===== src/rtl/square_pkg.sv =====
// Shared constants, types and the slot seeding function for the square
// bank and the square-motion block.
package square_pkg;

    localparam int X_MAX       = 639;
    localparam int Y_MAX       = 479;
    localparam int SQUARE_SIZE = 10;

    localparam int SLOT_W  = 40;
    localparam int COORD_W = 10;

    localparam int SQ_X_OFF = 0;
    localparam int SQ_Y_OFF = 10;
    localparam int XD_OFF   = 20;
    localparam int YD_OFF   = 30;

    localparam logic [COORD_W-1:0] VEL_POS = 10'h002;
    localparam logic [COORD_W-1:0] VEL_NEG = 10'h3FE;

    typedef enum logic [1:0] {
        IDLE,
        SEED,
        RUN
    } state_t;

    // Out-of-range coordinates fold back by a power of two so the square
    // stays on screen; zero is nudged to 1 to keep it off the border.
    function automatic logic [SLOT_W-1:0] seed_slot(
        input logic [19:0] r,
        input int          x_lim,
        input int          y_lim
    );
        logic [COORD_W-1:0] rx;
        logic [COORD_W-1:0] ry;
        logic [SLOT_W-1:0]  s;
        rx = r[9:0];
        if (int'(rx) > x_lim) rx = rx - 10'd512;
        if (rx == 10'd0) rx = 10'd1;
        ry = {1'b0, r[18:10]};
        if (int'(ry) > y_lim) ry = ry - 10'd256;
        if (ry == 10'd0) ry = 10'd1;
        s = '0;
        s[SQ_X_OFF +: COORD_W] = rx;
        s[SQ_Y_OFF +: COORD_W] = ry;
        s[XD_OFF +: COORD_W]   = r[19] ? VEL_NEG : VEL_POS;
        s[YD_OFF +: COORD_W]   = r[0] ? VEL_NEG : VEL_POS;
        return s;
    endfunction

endpackage


===== src/rtl/lfsr20.sv =====
// 20-bit Fibonacci LFSR, taps 20 and 17, advancing only when enabled.
module lfsr20 #(
    parameter logic [19:0] SEED = 20'hACE1
) (
    input  logic        clk,
    input  logic        rst_n,
    input  logic        en,
    output logic [19:0] q
);

    always_ff @(posedge clk or negedge rst_n) begin
        if (!rst_n) begin
            q <= SEED;
        end else if (en) begin
            q <= {q[18:0], q[19] ^ q[16]};
        end
    end

endmodule


===== src/rtl/square_bank.sv =====
// Bank of square slots: seeds positions from an LFSR, then commits the
// motion block's updates one cycle after each frame tick.
module square_bank #(
    parameter int          NUM_SQ      = 16,
    parameter int          X_MAX       = square_pkg::X_MAX,
    parameter int          Y_MAX       = square_pkg::Y_MAX,
    parameter int          SQUARE_SIZE = square_pkg::SQUARE_SIZE,
    parameter logic [19:0] LFSR_SEED   = 20'hACE1
) (
    input  logic                   clk,
    input  logic                   reset,
    input  logic                   start,
    input  logic [4:0]             num_square,
    input  logic                   refresh_tick,
    input  logic [NUM_SQ*40-1:0]   position_next,
    output logic [NUM_SQ*40-1:0]   position,
    output logic [NUM_SQ-1:0]      active_mask,
    output logic                   busy
);

    import square_pkg::*;

    localparam int SW = SLOT_W;
    localparam int CW = (NUM_SQ > 1) ? $clog2(NUM_SQ) : 1;
    localparam int X_LIM = X_MAX - SQUARE_SIZE - 1;
    localparam int Y_LIM = Y_MAX - SQUARE_SIZE - 1;

    state_t            state_q;
    state_t            state_d;
    logic [CW-1:0]     cnt_q;
    logic              tick_q;
    logic              accept;
    logic              seed_wr;
    logic              last;
    logic              commit;
    logic [19:0]       lfsr_q;
    logic [NUM_SQ-1:0] mask_new;
    logic [SW-1:0]     slot_wr;
    logic [NUM_SQ*SW-1:0] commit_vec;
    int                n;

    lfsr20 #(.SEED(LFSR_SEED)) u_lfsr (
        .clk   (clk),
        .rst_n (reset),
        .en    (seed_wr),
        .q     (lfsr_q)
    );

    assign last   = (cnt_q == CW'(NUM_SQ - 1));
    assign busy   = (state_q == SEED);
    assign commit = tick_q && (state_q == RUN);

    always_comb begin
        state_d = state_q;
        accept  = 1'b0;
        seed_wr = 1'b0;
        unique case (state_q)
            IDLE: begin
                if (start) begin
                    accept  = 1'b1;
                    state_d = SEED;
                end
            end
            SEED: begin
                seed_wr = 1'b1;
                if (last) state_d = RUN;
            end
            RUN: begin
                if (start) begin
                    accept  = 1'b1;
                    state_d = SEED;
                end
            end
            default: state_d = IDLE;
        endcase
    end

    // Requested count clamps into 1..NUM_SQ.
    always_comb begin
        n = int'(num_square);
        if (n == 0) n = 1;
        if (n > NUM_SQ) n = NUM_SQ;
        mask_new = '0;
        for (int i = 0; i < NUM_SQ; i++) begin
            mask_new[i] = (i < n);
        end
    end

    always_comb begin
        slot_wr = '0;
        if (active_mask[cnt_q]) slot_wr = seed_slot(lfsr_q, X_LIM, Y_LIM);
    end

    always_comb begin
        commit_vec = '0;
        for (int i = 0; i < NUM_SQ; i++) begin
            if (active_mask[i]) commit_vec[i*SW +: SW] = position_next[i*SW +: SW];
        end
    end

    always_ff @(posedge clk or negedge reset) begin
        if (!reset) begin
            state_q     <= IDLE;
            cnt_q       <= '0;
            tick_q      <= 1'b0;
            active_mask <= '0;
            position    <= '0;
        end else begin
            state_q <= state_d;
            tick_q  <= refresh_tick && (state_q == RUN);
            if (accept) begin
                cnt_q       <= '0;
                active_mask <= mask_new;
            end else if (seed_wr) begin
                cnt_q <= last ? '0 : cnt_q + 1'b1;
            end
            if (seed_wr) begin
                position[int'(cnt_q)*SW +: SW] <= slot_wr;
            end else if (commit) begin
                position <= commit_vec;
            end
        end
    end

endmodule


===== config.mk =====
export PLATFORM = sky130hd
export DESIGN_NAME = square_bank
export DESIGN_NICKNAME = d
export VERILOG_FILES = /design/src/rtl/square_pkg.sv /design/src/rtl/lfsr20.sv /design/src/rtl/square_bank.sv
export SDC_FILE = /design/constraint.sdc
export NUM_CORES = 2
export LEC_CHECK = 0
export ABC_AREA = 1
export CAP_MARGIN = 20
export CORE_AREA = 2 2 502 504
export DETAILED_ROUTE_END_ITERATION = 16
export DIE_AREA = 0 0 504 506
export PLACE_DENSITY = 0.44
export SYNTH_ARGS = -nofsm -noshare
export SYNTH_HDL_FRONTEND = slang
export SYNTH_SLANG_ARGS = --single-unit

===== constraint.sdc =====
create_clock -name clk -period 4.6 [get_ports clk]
set_clock_uncertainty 0.15 [all_clocks]
set_input_delay 0.92 -clock clk [delete_from_list [all_inputs] [get_ports clk]]
set_output_delay 0.92 -clock clk [all_outputs]
set_load 0.02 [all_outputs]

* Word-level counts from Yosys, hierarchy flattened
Index checks and enable logic that the tools add are counted.
Word-level totals: latch bits 0, memories kept 0, logic and storage cells 90, flip-flop bits (word level) 683, memory bits (writable) 0, input port bits 649, ROM bits 0
Operators by class: bitwise gates (word level) 1, eq/ne operators 5, add/subtract/negate cells 4, divide/modulo/power cells 0, muxes and demuxes 41, multiply operators 1, reduce and logical (&&, ||, !) cells 10, order comparisons 20, shift operators 2
Operators with widths (number):
- $mux W640 | 2
- $mux W40 | 17
- $bwmux W640 | 1
- $shift A40 B33 Y640 const A | 1
- $shiftx A40 B33 Y640 | 1
- $lt A5 B32 Y1 const A | 8
- $lt A4 B32 Y1 const A | 4
- $mux W10 | 8
- $lt A3 B32 Y1 const A | 2
- $neg A10 Y33 | 1
- $gt A32 B6 Y1 const B | 1
- $lt A1 B32 Y1 const A | 1
- $lt A2 B32 Y1 const A | 1
- $mux W32 | 1
- $logic_not A10 Y1 | 2
- $mux W4 | 3
- $gt A10 B10 Y1 const B | 1
- $sub A10 B10 Y10 const B | 1
- $sub A9 B9 Y10 const B | 1
- $gt A9 B9 Y1 const B | 1
- $mul A4 B3 Y7 const B | 1
- $logic_not A5 Y1 | 1
- $lt A4 B5 Y1 const B | 1
- $mux W5 | 1
- other kinds (15) | 22

* Logic depth before layout (Yosys ltp)
depth after elaboration 9, depth in mapped cells 23, mapped depth without buffers 21

* Hierarchy
Synthesis repeated with hierarchy kept, for this count alone.
Unflattened totals: cell total of the unflattened synthesis 4955, area, all modules 37285.8 um^2
By module, submodules not included:
- square_bank | area an instance 36527.5 um^2, seq. area each 16590.9 um^2, cells each 4877, instances 1
- lfsr20 | area an instance 758.2 um^2, seq. area each 510.5 um^2, cells each 78, instances 1

* Worst setup path after synthesis
OpenSTA, ideal clock, no wires.
path type register to register, start point register cnt_q[1], end point register position[576], data arrival time 3.554 ns, cell stages (with the launch flop) 17, required time 4.324 ns, path buffers 1, clock period less this slack 3.830 ns, setup slack 0.770 ns, cell sequence dfrtp_1 -> ha_1 -> ha_1 -> fa_1 -> xor2_2 -> nor2_1 -> ha_1 -> clkbuf_1 -> inv_1 -> nand3_1 -> nor2_4 -> nand4_2 -> nand2_1 -> inv_2 -> nand2_1 -> nand2_1 -> o21bai_1
Between the ends: cells in the longest elaborated chain, start to end 6, elaborated cells on any way between the ends 9
Ends and longest elaborated chain:
- from (decl) | RTL line square_bank.sv:30 | logic [CW-1:0] cnt_q;
- from (signal assigned) | RTL line square_bank.sv:115 | cnt_q <= last ? '0 : cnt_q + 1'b1;
- parallel branches: the longest is 4 deep, another holds $neg A10 Y33
- $bwmux W640 * | RTL line square_bank.sv:118 | position[int'(cnt_q)*SW +: SW] <= slot_wr;
- $mux W640 * | RTL line square_bank.sv:117 | if (seed_wr) begin
- to (signal, indexed assignment) | RTL line square_bank.sv:118
- to (signal assigned) | RTL line square_bank.sv:120 | position <= commit_vec;
- to (decl) | RTL line square_bank.sv:16 | output logic [NUM_SQ*40-1:0] position,
Every way passes the cells marked *. The select of a mux whose other input is x is not followed. A chain may end at the register's enable or synchronous reset.

* Final worst setup path
start point register cnt_q[0], end point register position[559]
The elaborated chain is that of the path after synthesis.

==> results by group <==
Timing
  – RSZ-0062 raised after global routing: no
  – Hold Fails Final Rpt: 0
  – Slew Viols, Final: 0
  – Crit share post-route: 99.0%
  – Max Freq: 220 MHz
  – Setup TNS: 0 ps
  – Relative slew slack: 19.5%
  – Setup violations, final: 0
  – Worst Tran Pin Value: 1210 ps
  – Crit path time final: 4550 ps

Synthesis
  – Netlist cell types: 54
  – Post-Synthesis Cells: 4,982
  – Area leader, netlist: dfrtp_1
  – Syn Nets: 5,640
  – Area contributors post-synth: dfrtp_1, nand2_1, nand3_1
  – Synthesis Warnings: 0
  – Sequential-to-total area share from yosys stat: 46.0%
  – Syn Area/Cell: 7.46 sq um
  – Post-synthesis register bit count: 683
  – Synth Cell Area: 0.0372 sq mm
  – Synth top area share: 45.4%

Setup path
  – CP max FO: 44
  – Worst R2R Setup Slack: 50 ps
  – Capture point of the worst reg-to-reg path: position[559]$_DFFE_PN0P_
  – FF-to-FF Start: cnt_q[0]$_DFFE_PN0P_
  – WP data arrival: 5060 ps
  – Reg2reg path depth: 14
  – Critical path startpoint category: register
  – CP endpoint kind: register
  – Req. time, crit path: 5100 ps
  – WS Path Type: register to register

Power
  – Psw: 39.2 mW
  – Clock power frac: 12.0%
  – Maximum vdd drop: 0.000726 V
  – Sequential share of power: 16.0%
  – Comb pwr share: 72.0%
  – Internal Dissipation: 27.2 mW
  – Sw Share: 59.0%
  – Leak Pwr: 25.5 nW
  – Final Power: 66.3 mW
  – Pwr per Cell Area: 1110 mW/mm^2

Drt
  – Post-route ant nets: 0
  – Total vias in the final route: 45,343
  – DR WL/cell: 33.0 microns
  – M1 WL: 132,000 microns
  – TritonRoute pass-1 iters: 6
  – WL met3: 28,000 microns
  – Vias per Instance: 4.55
  – Top routing layer used: met5
  – WL final: 330,000 microns
  – Residual DRC: 0
  – DR iter-0 viols: 4,662
  – Met2 WL: 152,000 microns

Place
  – Post-DP HPWL: 279,000 microns
  – GP Congestion: 0.963
  – Placed cells: 9,726
  – Port Buffers: 1,305

Floorplanning
  – Die area: 0.255 sq mm
  – Chip height: 506 microns
  – Starting density of the core: 14.9%
  – I/O Pins: 1,306
  – FP Rows: 184
  – Die width: 504 microns
  – Core area: 0.250 sq mm

Cells and area
  – Final net count: 7,135
  – Most common cell after layout, fill and taps aside: nand2_1
  – P&R area growth vs syn: 61.1%
  – Most frequent cells in the layout: nand2_1, clkdlybuf4s50_1, nand3_1
  – Non-Filler Instances: 9,975
  – Fraction of layout cells with a size suffix above 1: 11.1%
  – Fill cells: 27,829

Clock network
  – Clk pin slew, worst setup/hold paths: 60 ps
  – CTS buffer count: 94
  – H-tree lvl count: 3
  – CTS root buf: clkbuf_16
  – Clock Latency Late Sink: 750 ps
  – # clock sinks: 683
  – CTS tree: built
  – Clock Tree Buf Depth: 3

GRT
  – Initial antenna violation count: 179
  – GRT Total Usage: 24.9%
  – Number of global-route vias before repair: 44,676
  – Largest net degree at the start of global routing: 97
  – Grt total ovfl: 0
  – First-pass GRT wire length: 430,000 microns

Min path
  – Min-delay worst type: input pin to async pin

Status
  – Status: finished, final reports clean

Run
  – Number of max-cap violations: 0
[power by group through the flow]
stage	registers (mW)	clock network (mW)	logic, mW
floorplan	13.1	0	17.5
global placement	10.7	0	48.1
detailed placement	10.7	0	48.2
CTS	10.6	8.14	48.3
global route	10.9	8.33	50.4
finish	10.6	7.94	47.8
[Yosys cell counts, drive strengths merged]
cell / n
a31oi: 9
nand3b: 6
nor2: 388
ha: 8
nor4: 2
clkinv: 3
a21oi: 214
xnor2: 2
o22ai: 43
a22oi: 40
o21ai: 201
dfstp: 8
xor2: 3
a21boi: 6
nand2: 1555
o21bai: 17
dfrtp: 675
nand4: 93
o211ai: 176
or2: 10
nor3: 17
inv: 316
a32oi: 1
o31ai: 1
nand3: 944
fa: 1
o21a: 2
buf: 96
o221ai: 7
clkbuf: 138
[worst max-delay path, stage by stage (launching register included)]
cell and delay, ps:
dfrtp_1 360, buf_4 440, inv_2 210, ha_1 550
nand2_1 620, clkinvlp_4 540, nand2_1 210, nand2_1 60
nand2_1 440, inv_1 280, nand2_1 120, buf_4 210
nor2_1 80, nand2_1 80, nand3_1 70
[sequential cells by signal (all words and copies together), names as in the netlist]
signal / count
cnt_q: 4
position: 640
tick_q: 1
active_mask: 16
state_q: 2
u_lfsr.q: 20
[cell type report]
| class | instances | area, sq um | share of cell area, % |
|---|---|---|---|
| inverters | 319 | 1210 | 2.02 |
| multi-input cells | 3746 | 18100 | 30.2 |
| clock buffers | 134 | 2740 | 4.58 |
| repair buffers | 1633 | 15800 | 26.4 |
| flip-flops and latches | 683 | 17100 | 28.5 |
| well taps | 3348 | 4190 | 6.99 |
| diodes | 75 | 188 | 0.313 |
| clock inverters | 37 | 571 | 0.952 |
[cells by family (layout without fill, tap and decap cells)]
kind of cell,after synthesis,after routing,share of synthesized area [%]
adders and majority gates,9,9,0.323
other,0,75,0
buffers and inverters,553,2123,5.86
and+or+nand+nor,3015,3015,35.9
AOI/OAI and AO/OA,717,717,11.7
xor gates and xnor gates,5,5,0.188
DFF,683,683,46.0
[timing repair]
action	CTS	global route
gates resized for setup	0	4
buffers inserted	0	1
setup endpoints to repair	0	30
hold buffers	0	0
[metal layers]
layer  vias up  global-route usage, %
met5         -                      0
met4        86                   11.5
met3       561                   7.61
met2      2258                   40.3
met1     22524                   30.2
li1      19914                      -
[worst max path at each step]
stage | start | to | cells after the start
floorplan | cnt_q[1]$_DFFE_PN0P_ | position[576]$_DFFE_PN0P_ | 16
global placement | cnt_q[1]$_DFFE_PN0P_ | position[607]$_DFFE_PN0P_ | 18
detailed placement | cnt_q[0]$_DFFE_PN0P_ | position[14]$_DFFE_PN0P_ | 13
CTS | cnt_q[0]$_DFFE_PN0P_ | position[14]$_DFFE_PN0P_ | 13
global route | cnt_q[1]$_DFFE_PN0P_ | position[476]$_DFFE_PN0P_ | 19
finish | cnt_q[0]$_DFFE_PN0P_ | position[559]$_DFFE_PN0P_ | 14
[metrics by stage]
stage / util [%] / area (sq um) / setup WS, ps / hold slack (ps)
floorplan: - / 37200 / 770 / 325
global placement: 22.5 / 56300 / 84.5 / 325
detailed placement: 22.5 / 56300 / 123 / 326
CTS: 23.9 / 59700 / 77.0 / 134
global route: 23.9 / 59800 / 20.6 / 125
finish: 24.0 / 59900 / 46.3 / 76.4
(Power assumes the default switching activity.)
